<file path="src/rtl/timer_pkg.sv">
// Purpose: shared types for the programmable down timer (FSM states, run modes).
// Latency: n/a (types only).
// Backpressure: n/a (types only).
package timer_pkg;

  typedef enum logic [1:0] {
    IDLE = 2'd0,
    RUN  = 2'd1,
    DONE = 2'd2
  } timer_state_t;

  typedef enum logic {
    ONE_SHOT = 1'b0,
    PERIODIC = 1'b1
  } timer_mode_t;

endpackage

</file>
<file path="src/rtl/prog_down_timer_if.sv">
// Purpose: control/status bundle between a timer user (master) and the timer (slave).
// Latency: n/a (wiring only).
// Backpressure: none; start/stop are single-cycle requests, status is level/pulse.
interface prog_down_timer_if #(
  parameter int WIDTH = 8
);
  logic             start;
  logic             stop;
  logic             en;
  logic             mode;
  logic [WIDTH-1:0] load_val;
  logic [WIDTH-1:0] count;
  logic             tc;
  logic             busy;
  logic             done;

  modport master (
    output start, stop, en, mode, load_val,
    input  count, tc, busy, done
  );

  modport slave (
    input  start, stop, en, mode, load_val,
    output count, tc, busy, done
  );
endinterface

</file>
<file path="src/rtl/prog_down_timer.sv">
// Purpose: programmable down timer with one-shot/periodic reload and terminal-count pulse.
// Latency: start loads count on the next edge; tc rises one edge after count==0 is seen enabled.
// Backpressure: none; en low freezes RUN, stop aborts, start (re)loads at any time.
module prog_down_timer
  import timer_pkg::*;
#(
  parameter int               WIDTH     = 8,
  parameter logic [WIDTH-1:0] RESET_VAL = {WIDTH{1'b1}}
) (
  input  logic             clk,
  input  logic             reset,
  prog_down_timer_if.slave tif
);

  timer_state_t     state_q, state_d;
  timer_mode_t      mode_q, mode_d;
  logic [WIDTH-1:0] count_q, count_d;
  logic [WIDTH-1:0] reload_q, reload_d;
  logic             tc_q, tc_d;

  // State and datapath registers; reset aborts any run without emitting tc.
  always_ff @(posedge clk or posedge reset) begin
    if (reset) begin
      state_q  <= IDLE;
      mode_q   <= ONE_SHOT;
      count_q  <= RESET_VAL;
      reload_q <= RESET_VAL;
      tc_q     <= 1'b0;
    end else begin
      state_q  <= state_d;
      mode_q   <= mode_d;
      count_q  <= count_d;
      reload_q <= reload_d;
      tc_q     <= tc_d;
    end
  end

  // Next state: stop beats start, start beats counting; zero in RUN is expiry, so no wrap.
  always_comb begin
    state_d  = state_q;
    mode_d   = mode_q;
    count_d  = count_q;
    reload_d = reload_q;
    tc_d     = 1'b0;

    if (tif.stop) begin
      state_d = IDLE;
    end else if (tif.start) begin
      // A restart discards any expiry pending in this same cycle.
      count_d  = tif.load_val;
      reload_d = tif.load_val;
      mode_d   = timer_mode_t'(tif.mode);
      state_d  = RUN;
    end else if (state_q == RUN && tif.en) begin
      if (count_q != '0) begin
        count_d = count_q - WIDTH'(1);
      end else begin
        tc_d = 1'b1;
        if (mode_q == PERIODIC) begin
          count_d = reload_q;
        end else begin
          state_d = DONE;
        end
      end
    end
  end

  // Every output comes straight from a register.
  assign tif.count = count_q;
  assign tif.tc    = tc_q;
  assign tif.busy  = (state_q == RUN);
  assign tif.done  = (state_q == DONE);

endmodule

</file>
<file path="src/flat_wrapper.sv">
// flat-port wrapper written by rule: the top's interface ports become plain ports
module prog_down_timer_flat import timer_pkg::*;
#(
  parameter int               WIDTH     = 8,
  parameter logic [WIDTH-1:0] RESET_VAL = {WIDTH{1'b1}}
)
  (clk, reset, tif_start, tif_stop, tif_en, tif_mode, tif_load_val, tif_count, tif_tc, tif_busy, tif_done);
  prog_down_timer_if #(.WIDTH(WIDTH)) tif_i ();
  input  logic clk;
  input  logic reset;
  input wire logic [$bits(tif_i.start)-1:0] tif_start;
  input wire logic [$bits(tif_i.stop)-1:0] tif_stop;
  input wire logic [$bits(tif_i.en)-1:0] tif_en;
  input wire logic [$bits(tif_i.mode)-1:0] tif_mode;
  input wire logic [$bits(tif_i.load_val)-1:0] tif_load_val;
  output wire logic [$bits(tif_i.count)-1:0] tif_count;
  output wire logic [$bits(tif_i.tc)-1:0] tif_tc;
  output wire logic [$bits(tif_i.busy)-1:0] tif_busy;
  output wire logic [$bits(tif_i.done)-1:0] tif_done;
  assign tif_i.start = tif_start;
  assign tif_i.stop = tif_stop;
  assign tif_i.en = tif_en;
  assign tif_i.mode = tif_mode;
  assign tif_i.load_val = tif_load_val;
  assign tif_count = tif_i.count;
  assign tif_tc = tif_i.tc;
  assign tif_busy = tif_i.busy;
  assign tif_done = tif_i.done;
  prog_down_timer #(.WIDTH(WIDTH), .RESET_VAL(RESET_VAL)) u_core (.clk(clk), .reset(reset), .tif(tif_i));
endmodule
</file>
<file path="config.mk">
export PLATFORM = sky130hd
export DESIGN_NAME = prog_down_timer_flat
export DESIGN_NICKNAME = d
export VERILOG_FILES = /design/src/rtl/timer_pkg.sv /design/src/rtl/prog_down_timer_if.sv /design/src/rtl/prog_down_timer.sv /design/src/flat_wrapper.sv
export SDC_FILE = /design/constraint.sdc
export NUM_CORES = 1
export LEC_CHECK = 0
export BUFFER_PORTS_ARGS = -buffer_cell sky130_fd_sc_hd__buf_2
export CELL_PAD_IN_SITES_DETAIL_PLACEMENT = 1
export CELL_PAD_IN_SITES_GLOBAL_PLACEMENT = 2
export CORE_ASPECT_RATIO = 0.7
export CORE_MARGIN = 2
export CORE_UTILIZATION = 35
export CTS_CLUSTER_SIZE = 14
export DETAILED_ROUTE_END_ITERATION = 16
export PLACE_DENSITY_LB_ADDON = 0.05
export RECOVER_POWER = 50
export SLEW_MARGIN = 20
export SYNTH_ARGS = -nofsm -noshare
export SYNTH_HDL_FRONTEND = slang
export SYNTH_SLANG_ARGS = --single-unit
export TNS_END_PERCENT = 1
</file>
<file path="constraint.sdc">
create_clock -name clk -period 3.75 [get_ports clk]
set_input_delay 0.1875 -clock clk [delete_from_list [all_inputs] [get_ports clk]]
set_output_delay 0.1875 -clock clk [all_outputs]
set_load 0.02 [all_outputs]
</file>
After elaboration in Yosys (flattened, before gate mapping)
Cells that the tools add are included.
Storage, ports and cells
  word-level logic and storage cells: 32
  register bits after elaboration: 20
  bits of input ports: 14
  output and inout bits: 11
Operators by class
  multiplexer cells: 13
  eq/ne operators: 4
  reduce and logical (&&, ||, !) cells: 8
  bitwise logic cells: 1
  $add $sub $neg: 1
Operators with widths (count)
  $mux 8: 4
  $mux 2: 5
  $reduce_bool 8->1: 1
  $sub 8x1->8 const B: 1
  $ne 3x3->1 const B: 2
  $reduce_and 3->1: 2
  $reduce_bool 3->1: 2
  $mux 1: 4
  $eq 2x1->1 const B: 1
  $eq 2x2->1 const B: 1
  $reduce_and 2->1: 1
  $reduce_bool 2->1: 1
  $logic_and 1x1->1: 1
  $not 1->1: 1

Logic depth before layout (Yosys ltp)
Gate-level depths: netlist of run 1.
  depth in word-level cells: 5
  mapped depth: 8
  gate-level depth less buffers: 7

Worst setup path before layout of run 1
OpenSTA, ideal clock, no wires.
  path type: register to register
  start point: register u_core.count_q[0] (netlist: u_core.tif.count[0])
  end point: register u_core.state_q[0]
  arrival time: 1.723 ns
  library setup time: 0.118 ns
  path slack: 1.909 ns
  path buffers: 1
  data required time: 3.632 ns
  clock period less this slack: 1.841 ns
  cell stages (with the launch flop): 9
  path through: dfstp_2 inv_1 ha_1 nor4b_4 nand2_2 buf_6 or3_4 a21oi_1 nor2_1
On the way
  longest elaborated chain between the ends: 3
Ends and longest elaborated chain
  start, declared: RTL line prog_down_timer.sv:17  | logic [WIDTH-1:0] count_q, count_d;
  start signal, assigned: RTL line prog_down_timer.sv:32  | count_q <= count_d;
  $reduce_bool 8->1: RTL line prog_down_timer.sv:55  | if (count_q != '0) begin
  $ne 3x3->1 (no source line)
  $reduce_and 3->1 (no source line)
  end signal, assigned: RTL line prog_down_timer.sv:30  | state_q <= state_d;
  end, declared: RTL line prog_down_timer.sv:15  | timer_state_t state_q, state_d;
Every way passes these cells.
A chain may end at the register's enable or synchronous reset.

Worst setup path after layout of run 1
  start point: register u_core.count_q[0] (netlist: u_core.tif.count[0])
  end point: register u_core.count_q[0] (netlist: u_core.tif.count[0])
On the way
  longest elaborated chain between the ends: 4
  elaborated cells between the ends (all ways): 7
  those cells by class: add/sub (1); mux (3); reduce/logical (3)
Ends and longest elaborated chain
  $sub 8x1->8 / $reduce_bool 8->1 (equally long branches): RTL line prog_down_timer.sv:56, prog_down_timer.sv:55
  $mux 8: RTL line prog_down_timer.sv:55
  $mux 8: RTL line prog_down_timer.sv:54  | end else if (state_q == RUN && tif.en) begin
  $mux 8: RTL line prog_down_timer.sv:48  | end else if (tif.start) begin
Several ways; a longest one is shown, not always the timed one. The select of a mux whose other input is x is not followed.

==> results of run 1 <==
==> logic make-up (layout without fill, tap and decap cells) <==
logic type,count (synthesis),in the layout,synth area share [%]
flops,20,20,44.8
mux,11,11,10.6
compound gates,31,31,17.7
xor+xnor,2,2,1.51
buf+inv,11,32,4.85
simple gates,38,38,18.4
fa+ha+maj,2,2,2.15
==> through the flow <==
step	instances	worst slack, ns	instance area, sq um
after floorplan	115	1.91	1160
after global placement	171	1.65	1290
after detailed placement	171	1.60	1290
after CTS	174	1.58	1330
after global routing	174	1.44	1330
final	174	1.58	1330
==> layer usage <==
layer  share of wire (%)  vias to the layer above  GRT usage [%]
li1                    -                      463              -
met3                 3.6                        2           4.62
met2                  42                       18           25.2
met4                0.24                        0           2.78
met5                   0                        -              0
met1                  54                      439           26.1
==> state kept, by name, indices dropped and copies added (netlist names) <==
name              count
u_core.mode_q         1
u_core.tif.tc         1
u_core.reload_q       8
u_core.tif.count      8
u_core.state_q        2
==> cell usage in the layout, fill, tap and decap left out, drive strengths merged, types with 5 or more instances in the layout <==
| cell type | netlist | final |
|---|---|---|
| buf | 3 | 19 |
| dfstp | 16 | 16 |
| a21oi | 11 | 11 |
| nor2 | 10 | 10 |
| mux2 | 10 | 10 |
| nand2 | 10 | 10 |
| clkbuf | 3 | 8 |
| o21ai | 6 | 6 |
| inv | 5 | 5 |
| nor3 | 5 | 5 |
==> cell type report <==
class / count / area share, %
multi-input cells: 84 / 44.1
clock buffers: 3 / 3.11
flip-flops and latches: 20 / 39.2
well taps: 38 / 3.58
inverters: 5 / 1.42
repair buffers: 24 / 8.58
==> worst max path at each step <==
| stage | to | slack, ns | startpoint | cells after the start |
|---|---|---|---|---|
| 3_5_place_dp | u_core.tif.count[0] | 1.60 | u_core.tif.count[0] | 7 |
| 5_1_grt | u_core.tif.count[0] | 1.44 | u_core.tif.count[0] | 7 |
| 3_3_place_gp | u_core.tif.count[0] | 1.65 | u_core.tif.count[0] | 7 |
| 2_1_floorplan | u_core.state_q[0] | 1.91 | u_core.tif.count[0] | 8 |
| 4_1_cts | u_core.tif.count[0] | 1.58 | u_core.tif.count[0] | 7 |
| 6_report | u_core.tif.count[0] | 1.58 | u_core.tif.count[0] | 7 |
==> worst max-delay path: stages (launching register included) <==
cell and delay [ns]:
dfstp_2 0.40, inv_1 0.12, ha_1 0.20, nor4b_4 0.31
nand2_2 0.24, o31ai_2 0.49, nand2_1 0.12, a32oi_1 0.21
==> power by group through the flow <==
stage	Combinational, W	Clock [W]	Sequential [W]
finish	0.000197	0.000139	0.000326
global route	0.000221	0.000156	0.000334
CTS	0.000201	0.000147	0.000326
detailed placement	0.000201	0	0.000329
global placement	0.000196	0	0.000329
floorplan	0.000132	0	0.000338
==> results_dict.tcl, run 1 <==
set metrics [dict create \
    critical_path_class "reg2reg" \
    hold_violations 0 \
    multi_input_area_sq_um 584 \
    rrSetupSlack_ns 1.58 \
    pwr-share-clk_pct 21.0 \
    p_int_w 0.000435 \
    synth.most_common_cell "dfstp_2" \
    netSwitchingFraction_pct 34.2 \
    power.density_nw_per_um2 499 \
    grt-ovfl-total 0 \
    rsz0062_at_grt "no" \
    ys_ff_latch 20 \
    p_comb_share_pct 29.7 \
    rows 17 \
    status "finished clean" \
    r2r_start "u_core.tif.count[0]" \
    grt_pass1_vias 937 \
    fin_tns_setup_ns 0 \
    core_area_sq_um 3170 \
    crit_path_start_kind "register" \
    drcViolationCount 0 \
    layout.area.seq_sq_um 520 \
    vias 922 \
    path_max_fanout 12 \
    power.total_w 0.000661 \
    async_flop_share_pct 100 \
    fillers 372 \
    cts_setup_buffers 0 \
    clkSinkCount 20 \
    setup_viol_count_final 0 \
    drive_gt1_share_pct 42.6 \
    grt_pass1_wl_microns 4840 \
    cts_buffers 3 \
    antenna_left 0 \
    grt.total_usage_pct 17.4 \
    clock_path_buffers 2 \
    ys_seq_area_share_pct 44.8 \
    period_needed_ns 2.17 \
    n_antenna_cell 0 \
    synth_top_cells_by_area "dfstp_2 (36%), mux2_2 (9.7%), dfrtp_1 (8.6%), a21oi_1 (4.7%), nor2_1 (3.2%)" \
    max_freq_mhz 460 \
    p_switching_w 0.000226 \
    worstPathRequired_ns 3.93 \
    tightest_slew_ns 0.966 \
    post-route-period-util_pct 57.9 \
    syn_avg_cell_area_sq_um 10.1 \
    cts.repair.resized 0 \
    synth_cells 115 \
    gp_congestion 0.749 \
    htreeDepth 1 \
    drtIter0Drc 24 \
    fin_hold_ws_ns 0.0639 \
    relSlewSlack_pct 35.4 \
    synth_top_area_cell "dfstp_2" \
    drv_slew 0 \
    netlist_area_sq_um 1160 \
    drt_first_pass_iters 4 \
    dieArea_sq_um 3800 \
    crit_path_end_kind "register" \
    ys_types 37 \
    cp_data_arrival_time_ns 2.35 \
    antenna_found_initial 0 \
    yosysTopAreaCellShare_pct 36.2 \
    reg2regPathDepth 7 \
    synth_nets 131 \
    clockRootBuffer "clkbuf_8" \
    leakage_nw 0.527 \
    fp.dieH_microns 52.2 \
    io-pin-count 25 \
    synth_flop_cell "dfstp_2" \
    cts_tree "yes" \
    grt_start_max_net_pins 21 \
    hp-class "in2async" \
    syn2layout_area_growth_pct 14.2 \
    initial_core_util_pct 36.6 \
    hold_buffers 0 \
    dp_hpwl_microns 2160 \
    fin_util_pct 41.8 \
    skew_ns 0.000743 \
    clock_latency_ns 0.25 \
    die_width_microns 72.8 \
    drv_cap 0 \
    port_buffers 24 \
    peakVddDrop_mv 0.208 \
    wl_per_cell_microns 16.5 \
    yosysWarnings 0 \
    rr_endpoint "u_core.tif.count[0]" \
    wl_microns 2870 \
    avgViaCountPerCell 5.30 \
    finalNetCount 154 \
    clk_pin_slew_ns 0.07 \
    synth_enable_flop_cells 0 \
    synth_commonest_cells "dfstp_2 (16), a21oi_1 (11), mux2_2 (10), nor2_1 (10), nand2_1 (9)" \
    p_seq_share_pct 49.3 \
]
Note: power is estimated with default switching activity, not from simulation.
==> run 2, diff against run 1 <==
--- a/config.mk
+++ b/config.mk
@@ -10,7 +10,7 @@
 export CELL_PAD_IN_SITES_GLOBAL_PLACEMENT = 2
 export CORE_ASPECT_RATIO = 0.7
 export CORE_MARGIN = 2
-export CORE_UTILIZATION = 35
+export CORE_UTILIZATION = 30
 export CTS_CLUSTER_SIZE = 14
 export DETAILED_ROUTE_END_ITERATION = 16
 export PLACE_DENSITY_LB_ADDON = 0.05
==> constraint.sdc (replaced) <==
create_clock -name clk -period 1.8 [get_ports clk]
set_input_delay 0.09 -clock clk [delete_from_list [all_inputs] [get_ports clk]]
set_output_delay 0.09 -clock clk [all_outputs]
set_load 0.02 [all_outputs]
==> run 2 against run 1 <==
Against the previous run: global-route usage is 1.1 points lower; flip-flop and latch count unchanged; cell count rose by 17%; sequential power grew 110%; largest power group unchanged.
==> results_dict.tcl, run 2 (same netlist as run 1, synthesis figures left out) <==
set metrics [dict create \
    finalNetCount 170 \
    tightest_slew_ns 0.704 \
    crit_buf_inv 1 \
    max_freq_mhz 583 \
    worstPathRequired_ns 2.00 \
    drcViolationCount 0 \
    hp-class "in2reg" \
    syn2layout_area_growth_pct 34.8 \
    setup_viol_count_final 0 \
    leakage_nw 0.635 \
    core_area_sq_um 3630 \
    post-route-period-util_pct 95.2 \
    clockRootBuffer "clkbuf_8" \
    hold_violations 0 \
    relSlewSlack_pct 53.1 \
    vias 1012 \
    drt_first_pass_iters 4 \
    crit_start "u_core.tif.count[0]" \
    wl_microns 3330 \
    htreeDepth 1 \
    layout_common_cells "buf_2 (22), dfstp_2 (16), buf_4 (11)" \
    crit_path_start_kind "register" \
    avgViaCountPerCell 4.99 \
    grt_pass1_wl_microns 5520 \
    rrSetupSlack_ns 0.09 \
    fp.dieH_microns 56.1 \
    layout_commonest_cell "buf_2" \
    drv_cap 0 \
    drive_gt1_share_pct 55.6 \
    clkSinkCount 20 \
    critical_path_class "reg2reg" \
    crit_path_end_kind "register" \
    crit_cells 7 \
    clock_path_buffers 2 \
    fillers 419 \
    placed_cell_area_sq_um 1390 \
    fin_tns_setup_ns 0 \
    gp_congestion 0.773 \
    drv_slew 0 \
    grt-ovfl-total 0 \
    cts_tree "yes" \
    die_width_microns 78.4 \
    antenna_left 0 \
    period_needed_ns 1.71 \
    initial_core_util_pct 32.0 \
    peakVddDrop_mv 0.461 \
    antenna_found_initial 0 \
    wl_per_cell_microns 16.4 \
    io-pin-count 25 \
    grt_pass1_vias 1028 \
    path_cells "inv_4, ha_4, nor4b_4, and2_2, or3_1, a21oi_1, a31oi_1" \
    cp_data_arrival_time_ns 1.91 \
    rows 18 \
    n_antenna_cell 0 \
    port_buffers 24 \
    clk_pin_slew_ns 0.08 \
    cts_buffers 3 \
    place_inst 193 \
    cpPeakStageDelay_ns 0.56 \
    r2r_start "u_core.tif.count[0]" \
    cp_slowest_cell "dfstp_2" \
    dieArea_sq_um 4390 \
    cp_top_family "simple AND/OR/NAND/NOR gates" \
    status "finished clean" \
    drtIter0Drc 25 \
    power.density_nw_per_um2 1080 \
    endpoint "u_core.tif.count[3]" \
    reg2regPathDepth 7 \
    skew_ns 0.00662 \
    dp_hpwl_microns 2400 \
    rr_endpoint "u_core.tif.count[3]" \
    fin_hold_ws_ns 0.0531 \
    stdcell_area_sq_um 1570 \
    layoutNonFillerInstCount 203 \
    grt_start_max_net_pins 20 \
    grt.total_usage_pct 16.2 \
    clock_latency_ns 0.26 \
    path_max_fanout 4 \
]
## run 2: cell types whose count changed in the layout (fill, tap and decap cells not counted), moves of 2 or more
cell     before  now
buf_4         0   11
a21oi_1      11    8
a21oi_2       0    3
buf_2        19   22
buf_6         0    2
inv_1         5    3
inv_4         0    2
o21ai_0       6    4
o21ai_1       0    2
## run 2: power by group
part	total, W	internal (W)	leakage, nW	switching (W)
logic	0.000561	0.000269	0.379	0.000292
clock network	0.000459	0.000297	0.0357	0.000162
registers	0.000673	0.000575	0.220	0.0000987
## run 2: worst register-to-register path, stage by stage (launching register included)
cell	delay, ns
dfstp_2	0.56
inv_4	0.05
ha_4	0.15
nor4b_4	0.14
and2_2	0.20
or3_1	0.34
a21oi_1	0.15
a31oi_1	0.05
## run 2: worst min-delay path by stage
stage | start | cells past startpoint | to | slack (ns)
after floorplan | reset | 1 | u_core.mode_q | 0.04
after global placement | reset | 2 | u_core.state_q[0] | 0.11
after detailed placement | reset | 2 | u_core.state_q[0] | 0.12
after CTS | tif_stop | 2 | u_core.state_q[1] | 0.04
after global routing | tif_stop | 2 | u_core.state_q[1] | 0.05
final | tif_load_val[3] | 3 | u_core.tif.count[3] | 0.05
## run 2: area by class of cell
class | count | area [sq um] | area share, %
clock buffer | 3 | 41.3 | 2.64
clock inverter | 1 | 30.0 | 1.92
inverter | 5 | 23.8 | 1.52
multi-input combinational | 84 | 647 | 41.3
sequential | 20 | 520 | 33.3
tap | 50 | 62.6 | 4.00
timing repair buffer | 40 | 240 | 15.3
## run 2: what timing repair did
item / CTS / global route
setup endpoints to repair: 7 / 7
endpoints found under the hold margin: 3 / 0
setup buffers: 2 / 3
gates resized for setup: 7 / 10
pin swaps: 4 / 4
hold buffers: 1 / 0
## run 2: per-stage QoR
stage / util (%) / worst slack [ns] / total power [W]
floorplan: - / -0.00164 / 0.000982
global placement: 38.2 / 0.0467 / 0.00114
detailed placement: 38.2 / -0.0408 / 0.00115
CTS: 41.9 / 0.0104 / 0.00166
global route: 43.2 / -0.0166 / 0.00180
finish: 43.2 / 0.0856 / 0.00169
## run 2: metal layers
metal  up-vias  global-route usage (%)  share of wire, %
li1        496                       -                 -
met1       494                    23.6                52
met5         -                       0                 0
met2        20                    25.0                45
met4         0                    2.26              0.30
met3         2                    3.90               2.8
==> run 3, diff against run 2 <==
--- a/config.mk
+++ b/config.mk
@@ -5,12 +5,13 @@
 export SDC_FILE = /design/constraint.sdc
 export NUM_CORES = 1
 export LEC_CHECK = 0
+export ABC_AREA = 1
 export BUFFER_PORTS_ARGS = -buffer_cell sky130_fd_sc_hd__buf_2
 export CELL_PAD_IN_SITES_DETAIL_PLACEMENT = 1
 export CELL_PAD_IN_SITES_GLOBAL_PLACEMENT = 2
 export CORE_ASPECT_RATIO = 0.7
 export CORE_MARGIN = 2
-export CORE_UTILIZATION = 30
+export CORE_UTILIZATION = 28
 export CTS_CLUSTER_SIZE = 14
 export DETAILED_ROUTE_END_ITERATION = 16
 export PLACE_DENSITY_LB_ADDON = 0.05
==> run 3 against run 2 <==
Against the previous run: global-route usage fell by 1.2 points; critical path type unchanged; clock skew barely moved; clock power shrank 31%; highest routed layer unchanged; critical endpoint is now u_core.tif.count[2]; combinational power decreased by 8.9%; via count rose by 10%; power is 13% lower.
==> results_dict.tcl, run 3 <==
set metrics [dict create \
    status "finished clean" \
    drive_gt1_share_pct 39.6 \
    rr_endpoint "u_core.tif.count[2]" \
    setup_viol_count_final 0 \
    endpoint "u_core.tif.count[2]" \
    period_needed_ns 1.62 \
    grt.total_usage_pct 15.0 \
    fin_tns_setup_ns 0 \
    htreeDepth 1 \
    layout_common_cells "nand2_1 (48), buf_2 (23), dfstp_2 (16)" \
    hold_violations 0 \
    vias 1118 \
    synth_cells 158 \
    skew_ns 0.00640 \
    synth_enable_flop_cells 0 \
    worst_slack_ns 0.183 \
    reg2regPathDepth 10 \
    clock_path_buffers 2 \
    rows 20 \
    hp-class "in2reg" \
    io-pin-count 25 \
    cpPeakStageDelay_ns 0.56 \
    power.density_nw_per_um2 985 \
    n_antenna_cell 0 \
    finalNetCount 204 \
    leakage_nw 0.733 \
    clk_pin_slew_ns 0.07 \
    fillers 543 \
    drtIter0Drc 19 \
    max_freq_mhz 619 \
    relSlewSlack_pct 53.4 \
    port_buffers 24 \
    ys_ff_latch 20 \
    drt_first_pass_iters 3 \
    crit_start "u_core.tif.count[1]" \
    layout_commonest_cell "nand2_1" \
    rrSetupSlack_ns 0.18 \
    post-route-period-util_pct 89.8 \
    hp-start "tif_load_val[3]" \
    initial_core_util_pct 29.0 \
    drv_slew 0 \
    grt_pass1_wl_microns 5800 \
    r2r_start "u_core.tif.count[1]" \
    die_width_microns 84.0 \
    grt-ovfl-total 0 \
    tightest_slew_ns 0.699 \
    layout.area.seq_sq_um 520 \
    grt_pass1_vias 1142 \
    gp_congestion 0.738 \
    dp_hpwl_microns 2620 \
    synth_top_area_cell "dfstp_2" \
    multi_input_area_sq_um 637 \
    cts_buffers 3 \
    antenna_left 0 \
    syn2layout_area_growth_pct 19.5 \
    crit_path_start_kind "register" \
    wl_per_cell_microns 14.0 \
    critical_path_class "reg2reg" \
    crit_top_cell "nand2_2" \
    ys_seq_area_share_pct 41.5 \
    async_flop_share_pct 100 \
    wl_microns 3400 \
    synth.most_common_cell "nand2_1" \
    path_cells "inv_1, ha_1, nand2_1, nor2_4, nand3_2, nand2_2, nand2_2, clkinv_1, nand2_1, nand2_2" \
    synth_top_cells_by_area "dfstp_2 (34%), nand2_1 (14%), dfrtp_1 (8.0%), inv_1 (4.5%), nand3_1 (4.4%)" \
    netlist_area_sq_um 1250 \
    yosysTopAreaCellShare_pct 33.5 \
    worstPathRequired_ns 2.00 \
    cp_slowest_cell "dfstp_2" \
    synth_commonest_cells "nand2_1 (47), dfstp_2 (16), inv_1 (15)" \
    ys_types 26 \
    fp.dieH_microns 60.0 \
    antenna_found_initial 0 \
    clkSinkCount 20 \
    cts_tree "yes" \
    peakVddDrop_mv 0.396 \
    crit_path_end_kind "register" \
    clockRootBuffer "clkbuf_8" \
    path_max_fanout 5 \
    synth_flop_cell "dfstp_2" \
    rsz0062_at_grt "no" \
    drcViolationCount 0 \
    syn_avg_cell_area_sq_um 7.93 \
    pre_cts_slack_ns 0.199 \
    synth_nets 174 \
    clock_latency_ns 0.26 \
    drv_cap 0 \
    yosysWarnings 0 \
    power.total_w 0.00147 \
    core_area_sq_um 4330 \
    cp_data_arrival_time_ns 1.81 \
    grt_start_max_net_pins 18 \
    avgViaCountPerCell 4.62 \
    dieArea_sq_um 5040 \
]
==> run 3: changes by cell type in the layout (fill, tap and decap cells not counted), sizes merged, moves of 3 or more <==
cell / change
nand2: +43
nand3: +15
inv: +14
buf: -9
nor2: +9
a21oi: -6
mux2: -6
nor3: -4
a211oi: -3
a31oi: -3
nand4: +3
nor4: -3
==> run 3: worst min path at each step <==
stage | to | slack (ns) | cells past startpoint
final | u_core.reload_q[3] | 0.06 | 3
after CTS | u_core.reload_q[3] | 0.06 | 3
after floorplan | u_core.mode_q | 0.04 | 1
after global placement | u_core.state_q[0] | 0.23 | 2
after detailed placement | u_core.state_q[1] | 0.23 | 2
after global routing | u_core.reload_q[7] | 0.07 | 2
==> run 3: metrics by stage <==
step	cell area (sq um)	instances	hold slack, ns	util, %
2_1_floorplan	1250	158	0.0420	-
3_3_place_gp	1450	237	0.230	33.4
3_5_place_dp	1450	237	0.234	33.4
4_1_cts	1500	242	0.0584	34.7
5_1_grt	1500	242	0.0676	34.6
6_report	1500	242	0.0622	34.6
==> run 3: kinds of logic (layout without fill, tap and decap cells) <==
| kind of cell | count (synthesis) | in the layout | share of synthesized area (%) |
|---|---|---|---|
| muxes | 4 | 4 | 3.59 |
| adders and majority gates | 2 | 2 | 2.00 |
| AOI/OAI and AO/OA | 16 | 16 | 8.28 |
| buffers and inverters | 23 | 52 | 7.48 |
| DFF | 20 | 20 | 41.5 |
| xor gates and xnor gates | 1 | 1 | 0.699 |
| and+or+nand+nor | 92 | 92 | 36.4 |
==> run 3: cell type report <==
type | instances | area share, %
well taps | 55 | 4.59
inverters | 20 | 5.01
clock buffers | 4 | 3.01
multi-input cells | 115 | 42.5
flip-flops and latches | 20 | 34.8
repair buffers | 28 | 10.1
==> run 3: worst max-delay path, delay by kind of cell, from the launching register on <==
kind                     cells  cell delay (ns)
adder cells (fa/ha/maj)      1             0.20
buffers and inverters        2             0.26
flip-flops                   1             0.56
AND/OR/NAND/NOR              7             0.54
==> run 3: power breakdown <==
part / internal (W) / total [W] / switching, W
logic: 0.000183 / 0.000511 / 0.000329
registers: 0.000568 / 0.000647 / 0.0000790
clock network: 0.000158 / 0.000316 / 0.000158
==> run 3: timing repair <==
| action | in CTS | in global routing |
|---|---|---|
| setup buffers | 0 | 0 |
| hold buffers | 1 | 0 |
| resized for setup | 0 | 0 |
| hold endpoints to repair | 4 | 0 |
==> run 3: per-layer routing <==
metal	wire, microns	up-vias	GRT usage [%]
met5	0	-	0
met4	29	0	3.46
met3	103	4	3.45
met2	1510	17	24.5
met1	1750	537	20.7
li1	-	560	-
